[config.mk]
export PLATFORM = sky130hd
export DESIGN_NAME = div_result_pipe
export DESIGN_NICKNAME = d
export VERILOG_FILES = /design/src/rtl/div_result_pipe.sv
export SDC_FILE = /design/constraint.sdc
export NUM_CORES = 1
export LEC_CHECK = 0
export CAP_MARGIN = 20
export CELL_PAD_IN_SITES_DETAIL_PLACEMENT = 0
export CELL_PAD_IN_SITES_GLOBAL_PLACEMENT = 1
export CORE_UTILIZATION = 39
export DETAILED_ROUTE_END_ITERATION = 6
export HOLD_SLACK_MARGIN = 0.1
export PLACE_DENSITY = 0.85
export SLEW_MARGIN = 20
export SYNTH_ARGS = -nofsm -noshare
export SYNTH_HDL_FRONTEND = slang
export SYNTH_SLANG_ARGS = --single-unit
[constraint.sdc]
create_clock -name clk -period 5.6 [get_ports clk]
set_clock_uncertainty 0.2 [all_clocks]
set_input_delay 1.12 -clock clk [delete_from_list [all_inputs] [get_ports clk]]
set_output_delay 1.12 -clock clk [all_outputs]
set_load 0.03 [all_outputs]
[src/rtl/div_result_pipe.sv]
// div_result_pipe: two-stage registered sign-fixup and exception stage behind the divider.
// Stage A captures the raw divider bundle. Stage B holds the corrected result and drives out_*.
// Saturating counters track delivered divide-by-zero and overflow results.
module div_result_pipe #(
    parameter int unsigned M     = 32,
    parameter int unsigned CNT_W = 16
) (
    input  logic             clk,
    input  logic             rst,
    input  logic             in_valid,
    output logic             in_ready,
    input  logic [M-1:0]     in_dividend,
    input  logic [M-1:0]     in_divisor,
    input  logic [M-1:0]     in_quot_mag,
    input  logic [M-1:0]     in_rem_mag,
    output logic             out_valid,
    input  logic             out_ready,
    output logic [M-1:0]     out_quotient,
    output logic [M-1:0]     out_remainder,
    output logic             out_dz,
    output logic             out_ov,
    output logic [CNT_W-1:0] dz_count,
    output logic [CNT_W-1:0] ov_count
);

    localparam logic [M-1:0]     MIN_VAL = {1'b1, {(M-1){1'b0}}};
    localparam logic [CNT_W-1:0] CNT_MAX = '1;

    logic         a_valid;
    logic [M-1:0] a_dividend;
    logic [M-1:0] a_divisor;
    logic [M-1:0] a_quot_mag;
    logic [M-1:0] a_rem_mag;
    logic         b_valid;

    logic         b_adv;
    logic         a_adv;
    logic         take;
    logic         deliver;

    logic [M-1:0] fix_q;
    logic [M-1:0] fix_r;
    logic         fix_dz;
    logic         fix_ov;

    // Handshake: B frees when empty or drained; A frees when it moves into B.
    assign b_adv     = !b_valid || out_ready;
    assign a_adv     = a_valid && b_adv;
    assign in_ready  = !a_valid || b_adv;
    assign take      = in_valid && in_ready;
    assign deliver   = b_valid && out_ready;
    assign out_valid = b_valid;

    // Exception substitution and sign correction of the stage A bundle.
    always_comb begin
        fix_dz = 1'b0;
        fix_ov = 1'b0;
        fix_q  = a_quot_mag;
        fix_r  = a_rem_mag;
        if (a_divisor == '0) begin
            fix_dz = 1'b1;
            fix_q  = '1;
            fix_r  = a_dividend;
        end else if ((a_dividend == MIN_VAL) && (a_divisor == '1)) begin
            fix_ov = 1'b1;
            fix_q  = MIN_VAL;
            fix_r  = '0;
        end else begin
            if (a_dividend[M-1] ^ a_divisor[M-1]) begin
                fix_q = -a_quot_mag;
            end
            if (a_dividend[M-1]) begin
                fix_r = -a_rem_mag;
            end
        end
    end

    // Stage A: capture raw bundle; empties when it moves on with nothing new arriving.
    always_ff @(posedge clk) begin
        if (rst) begin
            a_valid <= 1'b0;
        end else if (take) begin
            a_valid <= 1'b1;
        end else if (a_adv) begin
            a_valid <= 1'b0;
        end
        if (take) begin
            a_dividend <= in_dividend;
            a_divisor  <= in_divisor;
            a_quot_mag <= in_quot_mag;
            a_rem_mag  <= in_rem_mag;
        end
    end

    // Stage B: corrected result register, held while stalled downstream.
    always_ff @(posedge clk) begin
        if (rst) begin
            b_valid       <= 1'b0;
            out_quotient  <= '0;
            out_remainder <= '0;
            out_dz        <= 1'b0;
            out_ov        <= 1'b0;
        end else if (b_adv) begin
            b_valid <= a_valid;
            if (a_valid) begin
                out_quotient  <= fix_q;
                out_remainder <= fix_r;
                out_dz        <= fix_dz;
                out_ov        <= fix_ov;
            end
        end
    end

    // Saturating event counters, bumped on delivered DZ/OV results.
    always_ff @(posedge clk) begin
        if (rst) begin
            dz_count <= '0;
            ov_count <= '0;
        end else begin
            if (deliver && out_dz && (dz_count != CNT_MAX)) begin
                dz_count <= dz_count + CNT_W'(1);
            end
            if (deliver && out_ov && (ov_count != CNT_MAX)) begin
                ov_count <= ov_count + CNT_W'(1);
            end
        end
    end

endmodule
==> results.cfg, run 1 <==
[global_routing]
antenna_found_initial = 0
grt_usage_pct = 19.7
grt_max_degree = 68
gr-total-overflow = 0
grt_pass1_wl_um = 39900
grt_pass1_vias = 7548

[placement]
io_buffers = 231
dp_worst_setup_slack_ns = 1.58
dp_hpwl_um = 17600
gp_congestion = 0.837

[timing]
worst_slew_pin_slew_ns = 0.957
finalSetupViolCount = 0
relSlewSlack_pct = 36.2
max_freq_mhz = 248
finalHoldViolCount = 0
grt_setup_unrepaired = no
min_period_over_period_pct = 71.9
finalWorstSetupSlack_ns = 1.57
tns_ns = 0
holdWs_ns = 0.271
drv_slew = 0
fin_crit_ns = 4.03

[die]
dieWidth_um = 159
start_util_pct = 39.7
die_height_um = 159
die_area_sq_mm = 0.0253
coreArea_sq_mm = 0.0242
core.rowCount = 57
ioPinCount = 232

[setup_path]
cpMostUsedCell = clkdlybuf4s50_1
critPathSlowestCell = clkdlybuf4s50_1
cp_cell_sequence = clkdlybuf4s50_1 -> nor2b_1 -> nand2_1 -> clkdlybuf4s50_1
r2r_setup_slack_ns = 2.42
path_class = in -> out
cp-end-kind = output port
worst-endpoint-required_ns = 4.28
cp.arrival_ns = 2.71
start_kind = input port
cp_max_fo = 5
slowest_delay_ns = 0.62
worstReg2RegStart = a_dividend[0]
r2r-end = out_remainder[3]
reg2regPathDepth = 8

[clock_tree]
cts_buffers = 26
root_buffer = clkbuf_16
path_clk_slew_ns = 0.06
htree_levels = 1
cts.sinks = 228
clockBufferDepth = 3
postCtsResizedCells = 0
cts_tree = done
postCtsHoldBufs = 0
cts_setup_buffers = 0
clk_latency_ns = 0.52

[pwr]
max-vdd-ir-drop_mv = 0.181
leakagePower_nw = 4.41
p_per_area_mw_per_mm2 = 315

[layout]
drive_above_1_share_pct = 5.96
area_delta_synth_final_pct = 36.9
final_common_cell = clkdlybuf4s50_1
finish.utilization_pct = 54.3
mostFrequentLayoutCells = clkdlybuf4s50_1, edfxtp_1, nor2_1
seqCellArea_sq_mm = 0.00585
fill_cells = 2124
antenna_cells = 0
multi_input_area_sq_mm = 0.00360
nets = 1241

[logic_synthesis]
ys_seq_area_share_pct = 60.7
synth_area_sq_mm = 0.00962
synth.avg_cell_area_sq_um = 10.9
synth_edf_count = 128
synth_cells = 880
synth-seq-cells = 228
synth_nets = 1016
synth_flop_cell = edfxtp_1
ys_types = 50
async_flop_share_pct = 0
yosysWarnings = 0

[routing]
routed_wl_um = 25000
drt_iter0_drc = 467
drc = 0
wl_per_cell_um = 17.3
dr.pass1.iters = 5
viasPerCell = 5.23
ant_nets = 0
vias = 7576

[hold_path]
hold_path_depth = 2
min_to = out_remainder[25]
worstHoldStart = out_remainder[25]
hp-class = reg -> reg

[run]
cap_violations = 0

[run_status]
status = completed
==> metrics by stage <==
step | area [sq um] | total power, mW | instances
floorplan | 9620 | 2.21 | 880
global placement | 12300 | 2.44 | 1401
detailed placement | 12300 | 2.45 | 1401
CTS | 13200 | 4.17 | 1449
global route | 13200 | 4.30 | 1449
finish | 13200 | 4.14 | 1449
==> critical path, delay by kind of cell <==
kind / cells / cell delay, ns
simple gates: 2 / 0.52
buf+inv: 2 / 1.08
==> per-layer routing <==
| metal | routed length [um] | GRT usage [%] | vias to the layer above | part of all wire (%) |
|---|---|---|---|---|
| met2 | 11800 | 33.1 | 287 | 47 |
| met4 | 674 | 6.25 | 0 | 2.7 |
| met1 | 11000 | 25.9 | 3543 | 44 |
| li1 | - | - | 3705 | - |
| met3 | 1490 | 3.31 | 41 | 6.0 |
| met5 | 0 | 0 | - | 0 |
==> synthesized netlist by cell type (3+ instances only) <==
master / number / area share [%]
or4_1: 12 / 0.94
o31ai_1: 13 / 1.0
nand3_1: 42 / 2.2
a31oi_1: 25 / 1.6
nand2_1: 72 / 2.8
xnor2_1: 45 / 4.1
clkbuf_1: 37 / 1.4
and4_1: 3 / 0.27
inv_1: 11 / 0.43
o21a_1: 6 / 0.47
a21oi_1: 34 / 1.8
a22oi_1: 4 / 0.31
or2_2: 4 / 0.26
o22ai_1: 14 / 0.91
and3_1: 3 / 0.20
o21ai_0: 19 / 0.99
ha_1: 4 / 0.52
o32ai_1: 11 / 1.0
nand4_1: 20 / 1.3
a211oi_1: 6 / 0.47
edfxtp_1: 128 / 40
buf_2: 6 / 0.31
o41ai_1: 13 / 1.2
nand2b_1: 5 / 0.33
dfxtp_1: 100 / 21
mux2i_1: 5 / 0.52
or3_1: 12 / 0.78
nor2b_1: 3 / 0.20
nor2_1: 115 / 4.5
nor3_1: 26 / 1.4
nor4_1: 22 / 1.4
xor2_1: 36 / 3.3
==> worst max-delay path by stage <==
stage	depth (start not counted)	to	from
2_1_floorplan	3	a_dividend[0]	out_ready
3_3_place_gp	4	in_ready	out_ready
3_5_place_dp	4	in_ready	out_ready
4_1_cts	4	in_ready	out_ready
5_1_grt	4	in_ready	out_ready
6_report	4	in_ready	out_ready
==> power by group <==
part	total [mW]	switching (mW)	internal, mW
clock network	1.73	0.675	1.06
registers	1.94	0.0704	1.87
logic	0.471	0.244	0.227
==> sequential cells by signal (all words and copies together) (netlist names) <==
signal and cells:
a_dividend 32, a_divisor 32, a_quot_mag 32, a_rem_mag 32, out_quotient 32, out_remainder 32, dz_count 16, ov_count 16
a_valid 1, out_dz 1, out_ov 1, out_valid 1
==> final cells by class <==
class | count | area share, %
clock buffers | 28 | 5.16
clock inverters | 20 | 1.58
inverters | 11 | 0.313
multi-input cells | 598 | 27.4
flip-flops and latches | 228 | 44.4
well taps | 324 | 3.08
repair buffers | 240 | 18.1
==> cell families (layout without fill, tap and decap cells) <==
family                   Yosys count  in the layout  share of synthesized area (%)
multiplexers                       5              5                          0.520
adder cells (fa/ha/maj)            4              4                          0.520
AND/OR/NAND/NOR                  353            353                           18.0
XOR/XNOR                          81             81                           7.37
buffers and inverters             54            299                           2.18
flip-flops                       228            228                           60.7
AO/OA/AOI/OAI                    155            155                           10.6
No activity file was read; power rests on OpenSTA's default activity.
==> run 2, diff against run 1 <==
clock period = 3.78 ns   (was 5.6 ns; I/O delays follow)
==> run 2 against run 1 <==
Largest cell class unchanged; routed wire length down 0.24%; cell area down 0.17%; critical endpoint unchanged; global-route usage about the same; non-clock buffer count up 5; sequential share of layout area up 0.076 points; combinational power up 50%; register-to-register slack worse by 1.7 ns; flip-flop and latch count unchanged; worst setup slack worse by 1.1 ns; final cell count up 0.21%; count of clock-buffer cells in the layout unchanged; sequential power up 47%.
==> results.cfg, run 2 (synthesis results as in run 1) <==
[run_status]
status = completed

[clock_tree]
cts_setup_buffers = 0
path_clk_slew_ns = 0.06
root_buffer = clkbuf_16
clk_latency_ns = 0.54
cts.sinks = 228
cts_buffers = 25
postCtsHoldBufs = 0
clockBufferDepth = 3
postCtsResizedCells = 0
htree_levels = 1
cts_tree = done

[layout]
mostFrequentLayoutCells = clkdlybuf4s50_1, edfxtp_1, nor2_1
nets = 1245
final_common_cell = clkdlybuf4s50_1
fin_cells = 1452
area_delta_synth_final_pct = 36.6
antenna_cells = 0
drive_above_1_share_pct = 5.94
finish.utilization_pct = 54.2

[routing]
wl_per_cell_um = 17.2
viasPerCell = 5.24
drt_iter0_drc = 461
vias = 7603
drc = 0
routed_wl_um = 24900
ant_nets = 0
dr.pass1.iters = 5

[timing]
worst_slew_pin_slew_ns = 0.781
drv_slew = 0
grt_setup_unrepaired = no
tns_ns = 0
finalHoldViolCount = 0
max_freq_mhz = 305
fin_crit_ns = 3.28
finalSetupViolCount = 0
min_period_over_period_pct = 86.7
relSlewSlack_pct = 47.5

[hold_path]
min_to = out_remainder[28]
hp-class = reg -> reg
hold_path_depth = 2
worstHoldStart = out_remainder[28]

[pwr]
clockPowerShare_pct = 39.7
p_per_area_mw_per_mm2 = 450
p_seq_share_pct = 48.4
switching_power_mw = 1.46
swShare_pct = 24.6
power.total_mw = 5.92
p_comb_share_pct = 11.9
max-vdd-ir-drop_mv = 0.303
p_int_mw = 4.46
leakagePower_nw = 4.40

[die]
ioPinCount = 232
die_area_sq_mm = 0.0253
coreArea_sq_mm = 0.0242
core.rowCount = 57
die_height_um = 159
dieWidth_um = 159
start_util_pct = 39.7

[setup_path]
r2r-end = out_quotient[30]
cp_max_fo = 5
worstReg2RegStart = a_quot_mag[0]
worst-endpoint-required_ns = 2.82
r2r_setup_slack_ns = 0.72
start_kind = input port
cp-end-kind = output port
cp.arrival_ns = 2.32
reg2regPathDepth = 8
path_class = in -> out
critPathLaunch = out_ready

[placement]
dp_hpwl_um = 17700
io_buffers = 231
placed_cells = 1406
gp_congestion = 0.813

[global_routing]
grt_max_degree = 59
grt_pass1_wl_um = 39900
gr-total-overflow = 0
antenna_found_initial = 1
grt_pass1_vias = 7411
grt_usage_pct = 19.7

[run]
cap_violations = 0
[run 2: worst max path at each step]
stage	to	slack [ns]	cells past startpoint
after floorplan	a_dividend[0]	0.42	3
after global placement	in_ready	0.55	4
after detailed placement	in_ready	0.52	4
after CTS	in_ready	0.51	4
after global routing	in_ready	0.44	4
final	in_ready	0.50	4
[run 2: worst max-delay path: stages]
cell	delay, ns
clkdlybuf4s50_1	0.46
nor2b_1	0.37
nand2_1	0.13
clkdlybuf4s50_1	0.61
[run 2: per-stage QoR]
step	hold slack, ns	worst slack (ns)	area (sq um)
after floorplan	0.296	0.416	9630
after global placement	0.258	0.552	12400
after detailed placement	0.267	0.517	12400
after CTS	0.276	0.510	13200
after global routing	0.310	0.436	13200
final	0.277	0.501	13200
[run 2: power by group through the flow]
stage / logic (mW) / registers, mW / clock network [mW]
after floorplan: 0.281 / 2.99 / 0
after global placement: 0.703 / 2.91 / 0
after detailed placement: 0.711 / 2.92 / 0
after CTS: 0.713 / 2.87 / 2.40
after global routing: 0.762 / 2.88 / 2.50
final: 0.707 / 2.86 / 2.35
[run 2: layout make-up]
type                            instances  area (sq um)
Clock buffer                           28           637
Tap cell                              324           405
Inverter                               11          41.3
Timing Repair Buffer                  245          2460
Sequential cell                       228          5850
Multi-Input combinational cell        598          3600
Clock inverter                         18           158
Fill cell                            2088         11100
[run 2: routing by layer]
layer | vias up | track usage, % | share of wire, %
met3 | 43 | 3.80 | 6.7
met2 | 268 | 32.5 | 47
li1 | 3715 | - | -
met5 | - | 0 | 0
met1 | 3577 | 25.9 | 43
met4 | 0 | 6.51 | 3.1
